### src/rtl/shift_add_mult_ctrl.sv
// Multi-cycle unsigned 8x8 multiplier: shift-and-add over a single 8-bit
// ripple-carry adder, eight iterations, start/busy/done handshake.

module ripple_carry_adder_8 (
    input  logic [7:0] a,
    input  logic [7:0] b,
    input  logic       ci,
    output logic [7:0] s,
    output logic       co
);
    logic [8:0] c;

    assign c[0] = ci;
    assign co   = c[8];

    for (genvar i = 0; i < 8; i++) begin : g_fa
        assign s[i]   = a[i] ^ b[i] ^ c[i];
        assign c[i+1] = (a[i] & b[i]) | (c[i] & (a[i] ^ b[i]));
    end
endmodule

module shift_add_mult_ctrl (
    input  logic        clk,
    input  logic        rst_n,
    input  logic        start,
    input  logic [7:0]  a,
    input  logic [7:0]  b,
    output logic        busy,
    output logic        done,
    output logic [15:0] product
);
    typedef enum logic [1:0] {IDLE, RUN, DONE} state_t;

    state_t     state;
    logic [7:0] m_q, acc_q, mq_q;
    logic       c_q;
    logic [3:0] cnt;

    logic [7:0] sum;
    logic       co;
    logic [8:0] add_ca;
    logic [7:0] sh_a, sh_q;

    ripple_carry_adder_8 u_add (
        .a  (acc_q),
        .b  (m_q),
        .ci (1'b0),
        .s  (sum),
        .co (co)
    );

    // c_q is always zero entering an iteration (cleared by every shift).
    always_comb begin
        add_ca = mq_q[0] ? {co, sum} : {c_q, acc_q};
        sh_a   = {add_ca[8], add_ca[7:1]};
        sh_q   = {add_ca[0], mq_q[7:1]};
    end

    assign busy = (state == RUN);
    assign done = (state == DONE);

    always_ff @(posedge clk or negedge rst_n) begin
        if (!rst_n) begin
            state   <= IDLE;
            m_q     <= '0;
            acc_q   <= '0;
            mq_q    <= '0;
            c_q     <= 1'b0;
            cnt     <= '0;
            product <= '0;
        end else begin
            case (state)
                IDLE: if (start) begin
                    m_q   <= a;
                    mq_q  <= b;
                    acc_q <= '0;
                    c_q   <= 1'b0;
                    cnt   <= '0;
                    state <= RUN;
                end
                RUN: begin
                    acc_q <= sh_a;
                    mq_q  <= sh_q;
                    c_q   <= 1'b0;
                    cnt   <= cnt + 4'd1;
                    if (cnt == 4'd7) begin
                        product <= {sh_a, sh_q};
                        state   <= DONE;
                    end
                end
                DONE:    state <= IDLE;
                default: state <= IDLE;
            endcase
        end
    end
endmodule
### config.mk
export PLATFORM = sky130hd
export DESIGN_NAME = shift_add_mult_ctrl
export DESIGN_NICKNAME = d
export VERILOG_FILES = /design/src/rtl/shift_add_mult_ctrl.sv
export SDC_FILE = /design/constraint.sdc
export NUM_CORES = 1
export LEC_CHECK = 0
export BUFFER_PORTS_ARGS = -buffer_cell sky130_fd_sc_hd__buf_2
export CAP_MARGIN = 20
export CORE_MARGIN = 2
export CORE_UTILIZATION = 34
export CTS_CLUSTER_SIZE = 24
export DETAILED_ROUTE_END_ITERATION = 6
export SETUP_SLACK_MARGIN = 0.4
export SLEW_MARGIN = 10
export SYNTH_ARGS = -nofsm -noshare
export SYNTH_HDL_FRONTEND = slang
export SYNTH_SLANG_ARGS = --single-unit
### constraint.sdc
create_clock -name clk -period 4.2 [get_ports clk]
set_clock_uncertainty 0.05 [all_clocks]
set_input_delay 0.63 -clock clk [delete_from_list [all_inputs] [get_ports clk]]
set_output_delay 0.63 -clock clk [all_outputs]
set_load 0.05 [all_outputs]
==> run_results.csv, run 1 <==
group,metric,value,unit
clock_network,clock_path_buffers,2,
routing,via_per_inst,5.097,
layout,area_growth,15.46,%
routing,wirelength,4272,µm
layout,antenna_cells,0,
die,rows,28,
synth,synth.largest_area_cell,"dfrtp_1",
synth,synthXorXnorAreaFrac,0,
setup_path,crit_required,4270,ps
synth,synthSimpleGateAreaFrac,0.06279,
routing,first_pass_iters,4,
routing,routedWlPerCell,14.83,µm
timing,rsz0062_at_grt,"no",
setup_path,reg2regPathDepth,14,
setup_path,cp_max_fo,3,
grt,grt_pass1_vias,1546,
setup_path,arrival,3580,ps
pwr,leakage,0.001144,µW
synth,yosys_warnings,0,
layout,final_common_cell,"dfrtp_1",
timing,drv_slew,0,
run,max_cap_viol_count,0,
routing,ant_nets,0,
synth,syn_area,2152,µm²
synth,netlist.area_leader.share,0.5349,
place,io_buffers,36,
die,io-pin-count,37,
synth,ys_seq_area_frac,0.5349,
clock_network,cts.sinks,46,
die,dieArea,6982,µm²
setup_path,crit_type,"reg -> reg",
synth,syn_nets,203,
setup_path,end_kind,"register",
clock_network,cts_resized,0,
timing,tns,0,ps
die,die_x,83.56,µm
synth,syn-instance-count,175,
synth,synth_compound_area_frac,0.1110,
synth,synthAdderAreaFrac,0.07674,
layout,layout.nets,241,
synth,synth_area_leaders,"dfrtp_1, mux2_2, fa_1",
timing,tightest_slew,1061,ps
timing,period_needed,3509,ps
pwr,irDropWorstVdd,0.3758,mV
grt,grt_start_max_net_pins,47,
die,start_util,0.3571,
synth,ys_ff_latch,46,
clock_network,cts_root_buffer,"clkbuf_8",
timing,max_freq,285.0,MHz
clock_network,htree_num_levels,2,
clock_network,path_clk_slew,80,ps
clock_network,cts_tree,"built",
clock_network,cts_inserted_buffers,5,
routing,route.detailed.drc,0,
grt,antenna_found_initial,0,
synth,synthMuxAreaShare,0.1605,
clock_network,post_cts_buffers,0,
synth,synthDistinctLibCells,29,
grt,grt_overflow,0,
grt,grt_use_total,0.1301,
place,place.gp.congestion,0.7118,
layout,final_cells,288,
routing,dr_total_vias,1468,
timing,period_share,0.8355,
min_path,hold_path.class,"in -> async",
routing,drt_iter0_markers,73,
status,outcome,"finished, final reports clean",
synth,synth.avg_cell_area,12.30,µm²
place,dp.cells,279,
die,chipHeight,83.56,µm
clock_network,ctsHoldBuffers,0,
clock_network,clk_latency,290,ps
die,design.core.area,6026,µm²
synth,synth_top_family_by_area,"multiplexers",
layout,final_cell_mix,"dfrtp_1, buf_2, inv_1, mux2_2, o22ai_1",
timing,finalSetupViolCount,0,
layout,drive_gt1_frac,0.3146,
setup_path,startpoint_type,"register",
grt,grt_pass1_wl,7389,µm
place,hpwl,2929,µm
timing,relSlewSlack,0.2901,
timing,hold_violations,0,
pwr,power_density,908.7,nW/µm²
-- report_power, final --
group          total, µW  switching, µW  leakage, µW  internal, µW
Clock                253            138    0.0000383           115
Combinational       1150            696     0.000553           452
Sequential           857            188     0.000553           669
-- per-stage QoR --
stage | setup slack [ps] | total power, µW | utilization | hold WS (ps) | area (µm²)
floorplan | 934.8 | 1753 | - | 284.4 | 2152
global placement | 806.3 | 1978 | 0.3951 | 416.4 | 2381
detailed placement | 711.5 | 2024 | 0.3951 | 435.2 | 2381
CTS | 684.7 | 2287 | 0.4078 | 454.1 | 2457
global route | 563.7 | 2451 | 0.4124 | 154.3 | 2485
finish | 690.7 | 2258 | 0.4124 | 146.5 | 2485
-- synthesized netlist by cell type --
library cell   n
o22ai_1       12
nand3_1        1
dfrtp_1       46
buf_2          3
nand2_1       10
clkinv_1       2
buf_4          1
mux2_4         5
inv_1         17
a22o_1         5
fa_1           7
nand4_1        1
ha_1           2
clkbuf_1       1
o21bai_1       1
a21oi_1       10
nor3_4         1
nand2b_4       1
nor3b_1        1
mux2i_1        9
nor2_4         1
buf_8          1
mux2_2        16
nor2_1         5
buf_1          1
a31oi_1        2
o21ai_0       10
nand2b_1       1
and2_1         2
-- layout make-up --
type | count | area, µm²
timing repair buffer | 38 | 207.7
multi-input combinational | 103 | 884.6
fill | 598 | 3541
tap | 75 | 93.84
sequential | 46 | 1151
clock buffer | 7 | 76.32
inverter | 19 | 71.32
-- kinds of logic after synthesis --
group,after synthesis
flops,46
compound gates,40
mux,30
buf+inv,26
simple gates,24
fa+ha+maj,9
-- routing by layer --
metal	track usage	up-vias	routed length, µm	share of wire
li1	-	682	-	-
met1	0.1737	747	1941	0.45
met2	0.2116	37	2097	0.49
met3	0.02868	2	199	0.047
met4	0.03959	0	34	0.0080
met5	0	-	0	0
-- worst paths after layout --
check	startpoint	end	slack, ps
worst min register to register	product[3]$_DFFE_PN0P_	product[3]$_DFFE_PN0P_	460
min in group clk	product[3]$_DFFE_PN0P_	product[3]$_DFFE_PN0P_	460
worst max register to register	acc_q[0]$_DFFE_PN0P_	product[14]$_DFFE_PN0P_	690
worst max-delay path	acc_q[0]$_DFFE_PN0P_	product[14]$_DFFE_PN0P_	690
worst min-delay path	rst_n	product[2]$_DFFE_PN0P_	150
max in group asynchronous	rst_n	cnt[0]$_DFFE_PN0P_	3480
-- critical path, cell delays in order, from the launching register on --
cell and delay, ps:
dfrtp_1 390, ha_1 150, inv_1 50, fa_1 370, fa_1 370, inv_1 80, fa_1 180, fa_1 160
inv_1 40, fa_1 370, fa_1 360, inv_1 80, fa_1 410, mux2i_1 180, mux2i_1 110
-- flip-flops by register name, summed over array words and instances (netlist names) --
signal   count
product     16
state        2
mq_q         8
acc_q        8
m_q          8
cnt          4
(Power assumes the default switching activity.)
==> run 2, diff against run 1 <==
==> constraint.sdc (replaced) <==
create_clock -name clk -period 3.5 [get_ports clk]
set_clock_uncertainty 0.05 [all_clocks]
set_input_delay 0.525 -clock clk [delete_from_list [all_inputs] [get_ports clk]]
set_output_delay 0.525 -clock clk [all_outputs]
set_load 0.05 [all_outputs]
==> run 2 against run 1 <==
  * Fmax is 5.0% higher
  * Worst hold slack got worse by 53 ps
  * Setup slack got worse by 530 ps
  * Flip-flop and latch count did not move
==> run_results.csv, run 2 (synthesized netlist as in run 1, its figures left out) <==
group,metric,value,unit
run,max_cap_viol_count,0,
layout,layout.nets,243,
place,place.gp.congestion,0.7345,
setup_path,cpPeakStageDelay,390,ps
layout,final_common_cell,"dfrtp_1",
place,hpwl,2896,µm
grt,grt_start_max_net_pins,47,
clock_network,cts_tree,"built",
routing,wirelength,4259,µm
setup_path,crit_start,"acc_q[0]$_DFFE_PN0P_",
layout,drive_gt1_frac,0.3889,
setup_path,crit_required,3620,ps
timing,period_share,0.9547,
routing,routedWlPerCell,14.64,µm
routing,ant_nets,0,
setup_path,crit_type,"reg -> reg",
timing,finalSetupViolCount,0,
timing,tns,0,ps
clock_network,htree_num_levels,2,
setup_path,arrival,3460,ps
clock_network,cts_inserted_buffers,5,
timing,relSlewSlack,0.4788,
routing,route.detailed.drc,0,
clock_network,cts_root_buffer,"clkbuf_8",
layout,largest_reg_flops,16,
clock_network,clock_path_buffers,2,
die,start_util,0.3571,
routing,via_per_inst,4.945,
die,die_x,83.56,µm
layout,antenna_cells,0,
clock_network,path_clk_slew,90,ps
grt,grt_use_total,0.1287,
die,rows,28,
die,io-pin-count,37,
setup_path,end_kind,"register",
layout,multi_input_area,909.6,µm²
setup_path,startpoint_type,"register",
timing,tightest_slew,779.2,ps
timing,hold_violations,0,
layout,regMostFlops,"product",
setup_path,crit_path_cell_trace,"ha_2, inv_2, fa_2, fa_2, inv_2, fa_2, fa_2, inv_2, fa_2, fa_2, inv_2, fa_1, mux2i_1, mux2i_1",
clock_network,clk_latency,310,ps
timing,drv_slew,0,
routing,dr_total_vias,1439,
die,design.core.area,6026,µm²
setup_path,cp_max_fo,2,
timing,rsz0062_at_grt,"yes",
status,outcome,"finished, final reports clean",
layout,n_fill_cell,606,
timing,max_freq,299.3,MHz
grt,grt_pass1_wl,7251,µm
routing,drt_iter0_markers,96,
pwr,power_density,1122,nW/µm²
routing,first_pass_iters,4,
grt,grt_pass1_vias,1492,
clock_network,cts.sinks,46,
grt,antenna_found_initial,0,
timing,holdWs,93.95,ps
min_path,hold_path.class,"in -> async",
pwr,irDropWorstVdd,0.4928,mV
setup_path,r2r_start,"acc_q[0]$_DFFE_PN0P_",
layout,seq_area,1151,µm²
setup_path,crit_top_cell,"fa_2",
die,dieArea,6982,µm²
setup_path,critPathSlowestCell,"fa_1",
timing,period_needed,3341,ps
die,chipHeight,83.56,µm
layout,area_growth,19.07,%
layout,final_cell_mix,"dfrtp_1, buf_2, mux2_2, inv_1, o22ai_1",
grt,grt_overflow,0,
pwr,leakage,0.001158,µW
place,io_buffers,36,
==> run 2: metal layers <==
layer  part of all wire  GRT usage  routed length [µm]  up-vias
li1                   -          -                   -      682
met1               0.48     0.1815                2041      712
met2               0.46     0.2007                1966       41
met3              0.049    0.02770                 209        4
met4             0.0099    0.03519                  42        0
met5                  0          0                   0        -
==> run 2: power breakdown <==
group	switching, µW	total, µW	internal [µW]	leakage, µW
registers	228	1030	802	0.000553
clock network	192	404	212	0.0000504
logic	859	1440	583	0.000554
total	1280	2880	1600	0.00116
==> run 2: worst max-delay path, delay by kind of cell (launching register included) <==
kind                     cells  cell delay (ps)
flip-flops                   1              360
buffers and inverters        4              200
multiplexers                 2              310
adder cells (fa/ha/maj)      8             2290
==> run 2: final cells by class <==
type	instances	area share
Clock buffer	5	0.02686
Clock inverter	3	0.01758
Inverter	19	0.02783
Multi-Input combinational cell	103	0.3550
Sequential cell	46	0.4492
Tap cell	75	0.03662
Timing Repair Buffer	40	0.08691
==> run 2: worst paths after layout <==
| path | end | slack, ps | cells after the start |
|---|---|---|---|
| hold reg to reg | product[5]$_DFFE_PN0P_ | 460 | 1 |
| setup reg to reg | product[14]$_DFFE_PN0P_ | 160 | 14 |
| max in group asynchronous | product[5]$_DFFE_PN0P_ | 2800 | 2 |
| min in group clk | m_q[7]$_DFFE_PN0P_ | 400 | 2 |
| hold / removal | acc_q[7]$_DFFE_PN0P_ | 90 | 1 |
| setup / recovery | product[14]$_DFFE_PN0P_ | 160 | 14 |
==> run 2: per-stage QoR <==
step                setup slack, ps  power [µW]  instance area [µm²]  cells    util
finish                        158.6        2875                 2562    291  0.4252
global route                  11.08        3125                 2562    291  0.4252
CTS                           129.1        2860                 2517    288  0.4178
detailed placement            137.9        2448                 2404    280  0.3989
global placement              222.0        2406                 2404    280  0.3989
floorplan                     316.8        2129                 2167    175       -
==> run 2: timing repair <==
action                                  CTS  global route
setup buffers                             0             1
resized for setup                         0             6
pin swaps                                 1             0
hold buffers                              0             0
endpoints found under the setup margin    3             6
